==> config.mk <==
export PLATFORM = sky130hd
export DESIGN_NAME = uart_tx8
export DESIGN_NICKNAME = d
export VERILOG_FILES = /design/src/rtl/uart_tx8.sv
export SDC_FILE = /design/constraint.sdc
export NUM_CORES = 1
export LEC_CHECK = 0
export CELL_PAD_IN_SITES_DETAIL_PLACEMENT = 0
export CELL_PAD_IN_SITES_GLOBAL_PLACEMENT = 1
export CORE_AREA = 2 2 65 67
export DETAILED_ROUTE_END_ITERATION = 16
export DIE_AREA = 0 0 67 69
export PLACE_DENSITY = 0.84
export SLEW_MARGIN = 10
export SYNTH_ARGS = -nofsm -noshare
export SYNTH_HDL_FRONTEND = slang
export SYNTH_SLANG_ARGS = --single-unit
==> constraint.sdc <==
create_clock -name clk -period 2.41 [get_ports clk]
set_input_delay 0.482 -clock clk [delete_from_list [all_inputs] [get_ports clk]]
set_output_delay 0.482 -clock clk [all_outputs]
set_load 0.05 [all_outputs]
==> src/rtl/uart_tx8.sv <==
// rtl/uart_tx8.sv - 8N1 UART transmitter with a one-byte holding register.
// Define UART_TX_PARITY_EN to insert an even-parity bit between data and stop.
module uart_tx8 #(
  parameter int CLOCK_RATE = 12000000,
  parameter int BAUD_RATE  = 9600
) (
  input  logic       clk,
  input  logic       rstn,
  input  logic       txEn,
  input  logic       txStart,
  input  logic [7:0] in,
  output logic       txReady,
  output logic       txBusy,
  output logic       txDone,
  output logic       tx
);

  localparam int CLKS_PER_BIT = CLOCK_RATE / BAUD_RATE;
  localparam int BW = (CLKS_PER_BIT > 1) ? $clog2(CLKS_PER_BIT) : 1;
  localparam logic [BW-1:0] BAUD_LAST = BW'(CLKS_PER_BIT - 1);

`ifdef UART_TX_PARITY_EN
  typedef enum logic [2:0] {IDLE, START, DATA, PARITY, STOP} state_t;
`else
  typedef enum logic [1:0] {IDLE, START, DATA, STOP} state_t;
`endif

  state_t        state_q, state_d;
  logic [7:0]    hold_q, hold_d;
  logic          hold_vld_q, hold_vld_d;
  logic [7:0]    shift_q, shift_d;
  logic [2:0]    bit_cnt_q, bit_cnt_d;
  logic [BW-1:0] baud_cnt_q, baud_cnt_d;
  logic          tx_q, tx_d;
  logic          busy_q, busy_d;
  logic          done_q, done_d;
`ifdef UART_TX_PARITY_EN
  logic          par_q, par_d;
`endif
  logic          bit_end;
  logic          load;

  assign bit_end = (baud_cnt_q == BAUD_LAST);

  always_comb begin
    state_d    = state_q;
    hold_d     = hold_q;
    hold_vld_d = hold_vld_q;
    shift_d    = shift_q;
    bit_cnt_d  = bit_cnt_q;
    baud_cnt_d = bit_end ? '0 : baud_cnt_q + BW'(1);
    done_d     = 1'b0;
    load       = 1'b0;
`ifdef UART_TX_PARITY_EN
    par_d      = par_q;
`endif

    case (state_q)
      IDLE: begin
        baud_cnt_d = '0;
        if (hold_vld_q && txEn) begin
          load    = 1'b1;
          state_d = START;
        end
      end
      START: begin
        if (bit_end) state_d = DATA;
      end
      DATA: begin
        if (bit_end) begin
          shift_d   = shift_q >> 1;
          bit_cnt_d = bit_cnt_q + 3'd1;
`ifdef UART_TX_PARITY_EN
          if (bit_cnt_q == 3'd7) state_d = PARITY;
`else
          if (bit_cnt_q == 3'd7) state_d = STOP;
`endif
        end
      end
`ifdef UART_TX_PARITY_EN
      PARITY: begin
        if (bit_end) state_d = STOP;
      end
`endif
      STOP: begin
        if (bit_end) begin
          done_d = 1'b1;
          if (hold_vld_q && txEn) begin
            load    = 1'b1;
            state_d = START;
          end else begin
            state_d = IDLE;
          end
        end
      end
      default: state_d = IDLE;
    endcase

    if (load) begin
      shift_d    = hold_q;
      hold_vld_d = 1'b0;
      bit_cnt_d  = 3'd0;
`ifdef UART_TX_PARITY_EN
      par_d      = ^hold_q;
`endif
    end

    // Accept and load are mutually exclusive: load needs a full register, accept an empty one.
    if (txStart && !hold_vld_q) begin
      hold_d     = in;
      hold_vld_d = 1'b1;
    end

    // Line outputs follow the registered state, so tx/busy/done stay mutually aligned.
    case (state_q)
      START:   tx_d = 1'b0;
      DATA:    tx_d = shift_q[0];
`ifdef UART_TX_PARITY_EN
      PARITY:  tx_d = par_q;
`endif
      default: tx_d = 1'b1;
    endcase
    busy_d = (state_q != IDLE);
  end

  always_ff @(posedge clk or negedge rstn) begin
    if (!rstn) begin
      state_q    <= IDLE;
      hold_q     <= 8'h00;
      hold_vld_q <= 1'b0;
      shift_q    <= 8'h00;
      bit_cnt_q  <= 3'd0;
      baud_cnt_q <= '0;
      tx_q       <= 1'b1;
      busy_q     <= 1'b0;
      done_q     <= 1'b0;
`ifdef UART_TX_PARITY_EN
      par_q      <= 1'b0;
`endif
    end else begin
      state_q    <= state_d;
      hold_q     <= hold_d;
      hold_vld_q <= hold_vld_d;
      shift_q    <= shift_d;
      bit_cnt_q  <= bit_cnt_d;
      baud_cnt_q <= baud_cnt_d;
      tx_q       <= tx_d;
      busy_q     <= busy_d;
      done_q     <= done_d;
`ifdef UART_TX_PARITY_EN
      par_q      <= par_d;
`endif
    end
  end

  assign txReady = ~hold_vld_q;
  assign txBusy  = busy_q;
  assign txDone  = done_q;
  assign tx      = tx_q;

endmodule

==> metrics.cfg, run 1 <==
[synth]
synthArstFlopShare_pct = 100
yosysWarningCount = 0
synth_edf_count = 0
yosysSeqAreaShare_pct = 51.6
yosysUniqueCellTypes = 34
synth_fp_nets = 161
synth_ff_type = dfrtp_1
synth.avg_cell_area_um2 = 12.4
synth_cells = 141
ys_seq_elements = 36
synth_top_area_share_pct = 50.1
syn_area_mm2 = 0.00175
synth.area.top_cells = dfrtp_1 (50%), mux2_4 (10%), mux2_2 (7.1%)
synth_area_leader_cell = dfrtp_1

[sta]
slew_violations = 0
finalClockSkew_ps = 7.75
setup_viol = 0
relSlewSlack_pct = 66.8
fin_crit_ps = 2250
worst_slew_pin_slew_ps = 497
hold_viol = 0
rsz0062_at_grt = no
fin_setup_tns_ps = 0
fmax_ghz = 0.445
fin_crit_sh_pct = 93.3

[global_route]
grt_pass1_vias = 1166
overflow = 0
grt_pass1_wl_um = 5310
grt_use_total_pct = 15.2
grt_max_degree = 37
grt_antenna_before_repair = 0

[worst_setup_path]
worstPathArrival_ps = 2420
start_kind = flop
required_ps = 2580
cp_max_fo = 11
crit_type = reg2reg
worst_setup_path_end_kind = flop

[final_layout]
synthToLayoutAreaGrowth_pct = 18.8
fin_nets = 183
layout_commonest_cell = dfrtp_1
finalNonFillerCells = 214
fillerInstances = 356
fin_area_mm2 = 0.00208
seqCellArea_um2 = 902
most-common-layout-cells = dfrtp_1 (35), clkdlybuf4s50_1 (15), nor2_1 (13), mux2_4 (12), mux2_2 (11)
drive_above_1_share_pct = 22.6
diodes = 0
multi_input_area_um2 = 793
final_core_util_pct = 53.0

[detailed_routing]
drt_iter0_drc = 55
detail_route.wl_per_cell_um = 13.9
vias = 1087
routed_wirelength_um = 2970
dr.pass1.iters = 4
drc = 0
drtAntennaViolNets = 0
avgViaCountPerCell = 5.08

[run_status]
status = finished, final reports clean

[clock_tree]
cts_tree = yes
cts_hold_buf = 0
clock-sinks = 36
clock_latency_ps = 290
cts_resized = 0
post_cts_buffers = 0
clockRootBuffer = clkbuf_8
clk_path_buf_depth = 2
clk_pin_slew_ps = 70
numCtsBuffers = 5
h-tree-depth = 2

[placement]
numPortBuffers = 15
post-dp-hpwl_um = 2140
place_area_mm2 = 0.00197
globalplace.congestion = 0.768
post-place-cells = 206

[die]
core_area_mm2 = 0.00391
rows = 23
dieHeight_um = 69
start_util_pct = 44.7
die_x_um = 67
io_pins = 16
dieArea_mm2 = 0.00462

[flow_run]
cap_violations = 0

[pwr]
powerDensity_mw_per_mm2 = 1120
p_total_mw = 2.32
leakagePower_nw = 0.990
ir_drop_mv = 0.531

[min_path]
hold_class = reg2reg

-- Yosys cell counts, drive strengths merged (2+ instances only) --
library cell   n
xnor2          5
o21ai          3
nor3           2
and2           3
ha             8
nand4          3
inv            8
xor2           5
nand2          8
clkbuf         3
or3            2
nand3          3
dfrtp         35
nor2          13
mux2          24
-- registers in the layout (all words and copies together) (netlist names) --
name	flops
baud_cnt_q	11
bit_cnt_q	3
hold_q	8
hold_vld_q	1
shift_q	8
state_q	2
tx	1
txBusy	1
txDone	1
-- per-stage QoR --
| stage | hold WS [ps] | setup slack (ps) |
|---|---|---|
| 2_1_floorplan | 186 | 225 |
| 5_1_grt | 541 | 55.0 |
| 3_5_place_dp | 496 | 162 |
| 6_report | 511 | 161 |
| 4_1_cts | 512 | 152 |
| 3_3_place_gp | 493 | 207 |
-- critical path: stages (launching register included) --
cell	delay, ps
dfrtp_1	440
or4b_4	540
or4_4	550
mux2_4	340
mux2_4	260
-- cell families after synthesis --
kind of cell / count (synthesis) / share of synthesized area (%)
xor gates and xnor gates: 10 / 5.01
and+or+nand+nor: 41 / 12.5
buffers and inverters: 12 / 3.01
DFF: 36 / 51.6
adders and majority gates: 8 / 5.73
AOI/OAI and AO/OA: 9 / 3.58
muxes: 25 / 18.6
-- layer usage --
layer	global-route usage, %	part of all wire (%)	vias up	wire [um]
met5	0	0	-	0
met4	6.58	1.7	0	50
met3	5.06	3.7	6	109
met2	24.4	51	20	1500
met1	18.2	44	537	1310
li1	-	-	524	-
-- power by group --
group	switching [mW]	internal, mW	total (mW)
Clock	0.208	0.307	0.515
Combinational	0.397	0.446	0.843
Sequential	0.140	0.819	0.958
-- area by class of cell --
cell class	instances	area share (%)
Sequential cell	36	43.5
Multi-Input combinational cell	93	38.2
Timing Repair Buffer	19	8.68
Clock buffer	6	3.50
Tap cell	50	3.01
Clock inverter	2	1.69
Inverter	8	1.45
-- path summary, 6_finish.rpt --
path	startpoint	endpoint	slack (ps)	cells after the start
hold / removal	baud_cnt_q[0]	baud_cnt_q[0]	510	1
min in group asynchronous	rstn	baud_cnt_q[1]	610	2
max in group asynchronous	rstn	tx	1460	2
setup / recovery	baud_cnt_q[4]	shift_q[4]	160	4
hold reg to reg	baud_cnt_q[0]	baud_cnt_q[0]	510	1
setup reg to reg	baud_cnt_q[4]	shift_q[4]	160	4
No activity file was read; power rests on OpenSTA's default activity.
==> run 2: changes to the inputs <==
--- a/config.mk
+++ b/config.mk
@@ -11,6 +11,7 @@
 export DETAILED_ROUTE_END_ITERATION = 16
 export DIE_AREA = 0 0 67 69
 export PLACE_DENSITY = 0.84
+export REMOVE_ABC_BUFFERS = 1
 export SLEW_MARGIN = 10
 export SYNTH_ARGS = -nofsm -noshare
 export SYNTH_HDL_FRONTEND = slang
==> metrics.cfg, run 2 (synthesis gave the netlist of run 1 again) <==
[global_route]
grt_pass1_wl_um = 5110
grt_max_degree = 37
overflow = 0
grt_antenna_before_repair = 0
grt_use_total_pct = 14.8
grt_pass1_vias = 1095

[final_layout]
layout_commonest_cell = dfrtp_1
final_core_util_pct = 52.8
largest_register_ffs = 11
regMostFlops = baud_cnt_q
finalNonFillerCells = 213
fin_nets = 182
drive_above_1_share_pct = 22.1
diodes = 0
synthToLayoutAreaGrowth_pct = 18.3
largest_registers = baud_cnt_q x11, hold_q x8, shift_q x8
most-common-layout-cells = dfrtp_1 (35), clkdlybuf4s50_1 (15), nor2_1 (13), mux2_4 (12), mux2_2 (11)

[sta]
fmax_ghz = 0.447
fin_crit_sh_pct = 92.8
relSlewSlack_pct = 65.7
finalClockSkew_ps = 4.66
setup_viol = 0
slew_violations = 0
fin_setup_tns_ps = 0
rsz0062_at_grt = no
final.setup.worst_slack_ps = 174
fin_crit_ps = 2240
hold_viol = 0
worst_slew_pin_slew_ps = 512

[pwr]
switchingPower_mw = 0.733
intPower_mw = 1.50
ir_drop_mv = 0.528
powerDensity_mw_per_mm2 = 1080
p_total_mw = 2.23
p_sw_share_pct = 32.8
power.share.sequential_pct = 42.9
clockPowerShare_pct = 19.5
leakagePower_nw = 0.981
comb_power_share_pct = 37.6

[die]
rows = 23
core_area_mm2 = 0.00391
io_pins = 16
die_x_um = 67
start_util_pct = 44.7
dieHeight_um = 69
dieArea_mm2 = 0.00462

[clock_tree]
post_cts_buffers = 0
cts_tree = yes
clk_pin_slew_ps = 70
clk_path_buf_depth = 2
numCtsBuffers = 5
clock_latency_ps = 280
clock-sinks = 36
cts_resized = 0
h-tree-depth = 2
cts_hold_buf = 0
clockRootBuffer = clkbuf_8

[worst_setup_path]
timing.rr.end = shift_q[0]
max_stage_delay_ps = 560
required_ps = 2580
crit_start = baud_cnt_q[4]
r2r-start = baud_cnt_q[4]
cp_max_fo = 11
worstPathArrival_ps = 2410
crit_type = reg2reg
path_common_cell = mux2_2
crit_slowest_cell = or4_4
cp-endpoint = shift_q[0]
worst_setup_path_end_kind = flop
reg2reg_depth = 4
cp_cell_sequence = or4b_4 > or4_4 > mux2_2 > mux2_2
r2r_slack_ps = 170
start_kind = flop

[flow_run]
cap_violations = 0

[placement]
post-dp-hpwl_um = 2130
pre_cts_ws_ps = 184
post-place-cells = 205
globalplace.congestion = 0.811
numPortBuffers = 15

[detailed_routing]
dr.pass1.iters = 3
vias = 1043
drc = 0
drt_iter0_drc = 55
avgViaCountPerCell = 4.90
routed_wirelength_um = 2910
drtAntennaViolNets = 0
detail_route.wl_per_cell_um = 13.6

[run_status]
status = finished, final reports clean

[min_path]
hold_class = reg2reg

-- run 2: worst min path at each step --
| stage | start | to | slack, ps | cells after the start |
|---|---|---|---|---|
| 6_report | hold_q[5] | shift_q[5] | 500 | 1 |
| 5_1_grt | hold_q[5] | shift_q[5] | 510 | 1 |
| 4_1_cts | hold_q[5] | shift_q[5] | 500 | 1 |
| 3_5_place_dp | hold_q[5] | shift_q[5] | 490 | 1 |
| 3_3_place_gp | hold_q[4] | shift_q[4] | 490 | 1 |
| 2_1_floorplan | rstn | baud_cnt_q[0] | 190 | 0 |
-- run 2: critical path: cells and delay by family (launching register included) --
kind,cells,cell delay (ps)
mux,2,590
simple gates,2,1100
flops,1,440
-- run 2: power groups by stage --
stage	Sequential (mW)	Clock (mW)	Combinational, mW
after floorplan	0.984	0	0.588
after global placement	0.961	0	0.813
after detailed placement	0.972	0	0.846
after CTS	0.962	0.450	0.848
after global routing	0.989	0.477	0.923
final	0.958	0.437	0.840
-- run 2: layout make-up --
type | count | area (um^2)
timing repair buffer | 18 | 185
multi-input combinational | 93 | 793
fill | 349 | 1850
tap | 50 | 62.6
clock buffer | 7 | 86.3
inverter | 8 | 30.0
sequential | 36 | 902
clock inverter | 1 | 7.51
-- run 2: layer usage --
| metal | track usage [%] | up-vias | share of wire [%] |
|---|---|---|---|
| li1 | - | 520 | - |
| met4 | 6.80 | 0 | 2.2 |
| met2 | 21.7 | 16 | 47 |
| met5 | 0 | - | 0 |
| met1 | 19.5 | 501 | 47 |
| met3 | 4.89 | 6 | 4.0 |
-- run 2: stage by stage --
step	instance area (um^2)	hold slack, ps
after floorplan	1730	186
after global placement	1970	489
after detailed placement	1970	487
after CTS	2070	503
after global routing	2070	511
final	2070	501
==> run 3: changes to the inputs <==
--- a/config.mk
+++ b/config.mk
@@ -11,6 +11,7 @@
 export DETAILED_ROUTE_END_ITERATION = 16
 export DIE_AREA = 0 0 67 69
 export PLACE_DENSITY = 0.84
+export RECOVER_POWER = 25
 export REMOVE_ABC_BUFFERS = 1
 export SLEW_MARGIN = 10
 export SYNTH_ARGS = -nofsm -noshare
==> metrics.cfg, run 3 (synthesis gave the netlist of run 1 again) <==
[pwr]
ir_drop_mv = 0.528
leakagePower_nw = 0.981
p_total_mw = 2.23
powerDensity_mw_per_mm2 = 1080

[clock_tree]
numCtsBuffers = 5
cts_hold_buf = 0
cts_tree = yes
h-tree-depth = 2
post_cts_buffers = 0
clockRootBuffer = clkbuf_8
clock_latency_ps = 280
clk_pin_slew_ps = 70
clock-sinks = 36
cts_resized = 0
clk_path_buf_depth = 2

[sta]
slew_violations = 0
fin_setup_tns_ps = 0
setup_viol = 0
relSlewSlack_pct = 41.5
fmax_ghz = 0.447
holdWs_ps = 501
rsz0062_at_grt = no
finalClockSkew_ps = 4.66
worst_slew_pin_slew_ps = 877
hold_viol = 0
fin_crit_sh_pct = 92.8
fin_crit_ps = 2240

[worst_setup_path]
required_ps = 2580
worstPathArrival_ps = 2410
reg2reg_depth = 4
cp_cell_sequence = or4b_4 > or4_4 > mux2_2 > mux2_2
r2r-start = baud_cnt_q[4]
crit_cells = 4
timing.rr.end = shift_q[0]
worst_setup_path_end_kind = flop
cp_top_family = simple AND/OR/NAND/NOR gates
start_kind = flop
max_stage_delay_ps = 560
crit_type = reg2reg
path_common_cell = mux2_2
crit_slowest_cell = or4_4
r2r_slack_ps = 170
cp.buffers_inverters = 0
cp_max_fo = 11

[final_layout]
diodes = 0
fin_area_mm2 = 0.00206
layout_commonest_cell = dfrtp_1
fin_nets = 182
most-common-layout-cells = dfrtp_1 (35), clkdlybuf4s50_1 (14), nor2_1 (13), mux2_4 (12), mux2_2 (11)
largest_register_ffs = 11
largest_registers = baud_cnt_q x11, hold_q x8, shift_q x8
regMostFlops = baud_cnt_q
drive_above_1_share_pct = 22.1
synthToLayoutAreaGrowth_pct = 18.1
finalNonFillerCells = 213

[placement]
post-place-cells = 205
numPortBuffers = 15
place_area_mm2 = 0.00197
post-dp-hpwl_um = 2130
globalplace.congestion = 0.811

[global_route]
grt_max_degree = 37
overflow = 0
grt_pass1_wl_um = 5110
grt_pass1_vias = 1095
grt_antenna_before_repair = 0
grt_use_total_pct = 14.8

[min_path]
whs_endpoint = shift_q[5]
min_from = hold_q[5]
hold_depth = 1
hold_class = reg2reg

[detailed_routing]
drt_iter0_drc = 55
avgViaCountPerCell = 4.90
detail_route.wl_per_cell_um = 13.6
vias = 1043
drtAntennaViolNets = 0
dr.pass1.iters = 3
drc = 0
routed_wirelength_um = 2900

[die]
start_util_pct = 44.7
io_pins = 16
core_area_mm2 = 0.00391
die_x_um = 67
dieHeight_um = 69
rows = 23
dieArea_mm2 = 0.00462

[flow_run]
cap_violations = 0

[run_status]
status = finished, final reports clean

==> run 3: cell types whose count changed in the layout (fill, tap and decap cells not counted), sizes merged <==
cell           change
clkdlybuf4s50      -1
dlygate4sd3        +1
clkbuf             +1
buf                -1
==> run 3: worst max-delay path by stage <==
stage	start	to	slack, ps
after floorplan	baud_cnt_q[4]	shift_q[1]	250
after global placement	baud_cnt_q[3]	shift_q[4]	210
after detailed placement	baud_cnt_q[4]	shift_q[0]	180
after CTS	baud_cnt_q[4]	shift_q[0]	170
after global routing	state_q[0]	shift_q[0]	110
final	baud_cnt_q[4]	shift_q[0]	170
==> run 3: per-layer routing <==
metal / wire length, um / GRT usage (%) / part of all wire, %
met3: 117 / 4.89 / 4.0
met4: 63 / 6.80 / 2.2
met5: 0 / 0 / 0
met1: 1370 / 19.5 / 47
met2: 1360 / 21.7 / 47
==> run 3: through the flow <==
step	util (%)	worst slack (ps)
finish	52.7	174
global route	52.7	107
CTS	52.8	166
detailed placement	50.4	184
global placement	50.4	210
floorplan	-	255
==> run 3: report_power, final <==
| group | total, mW | internal [mW] | leakage, nW | switching (mW) |
|---|---|---|---|---|
| Sequential | 0.958 | 0.819 | 0.453 | 0.139 |
| Clock | 0.437 | 0.232 | 0.0445 | 0.205 |
| Combinational | 0.839 | 0.450 | 0.483 | 0.389 |
==> run 3: layout make-up <==
type,count,area (um^2)
clock buffer,7,86.3
clock inverter,1,7.51
fill,349,1850
inverter,8,30.0
multi-input combinational,93,793
sequential,36,902
tap,50,62.6
timing repair buffer,18,183
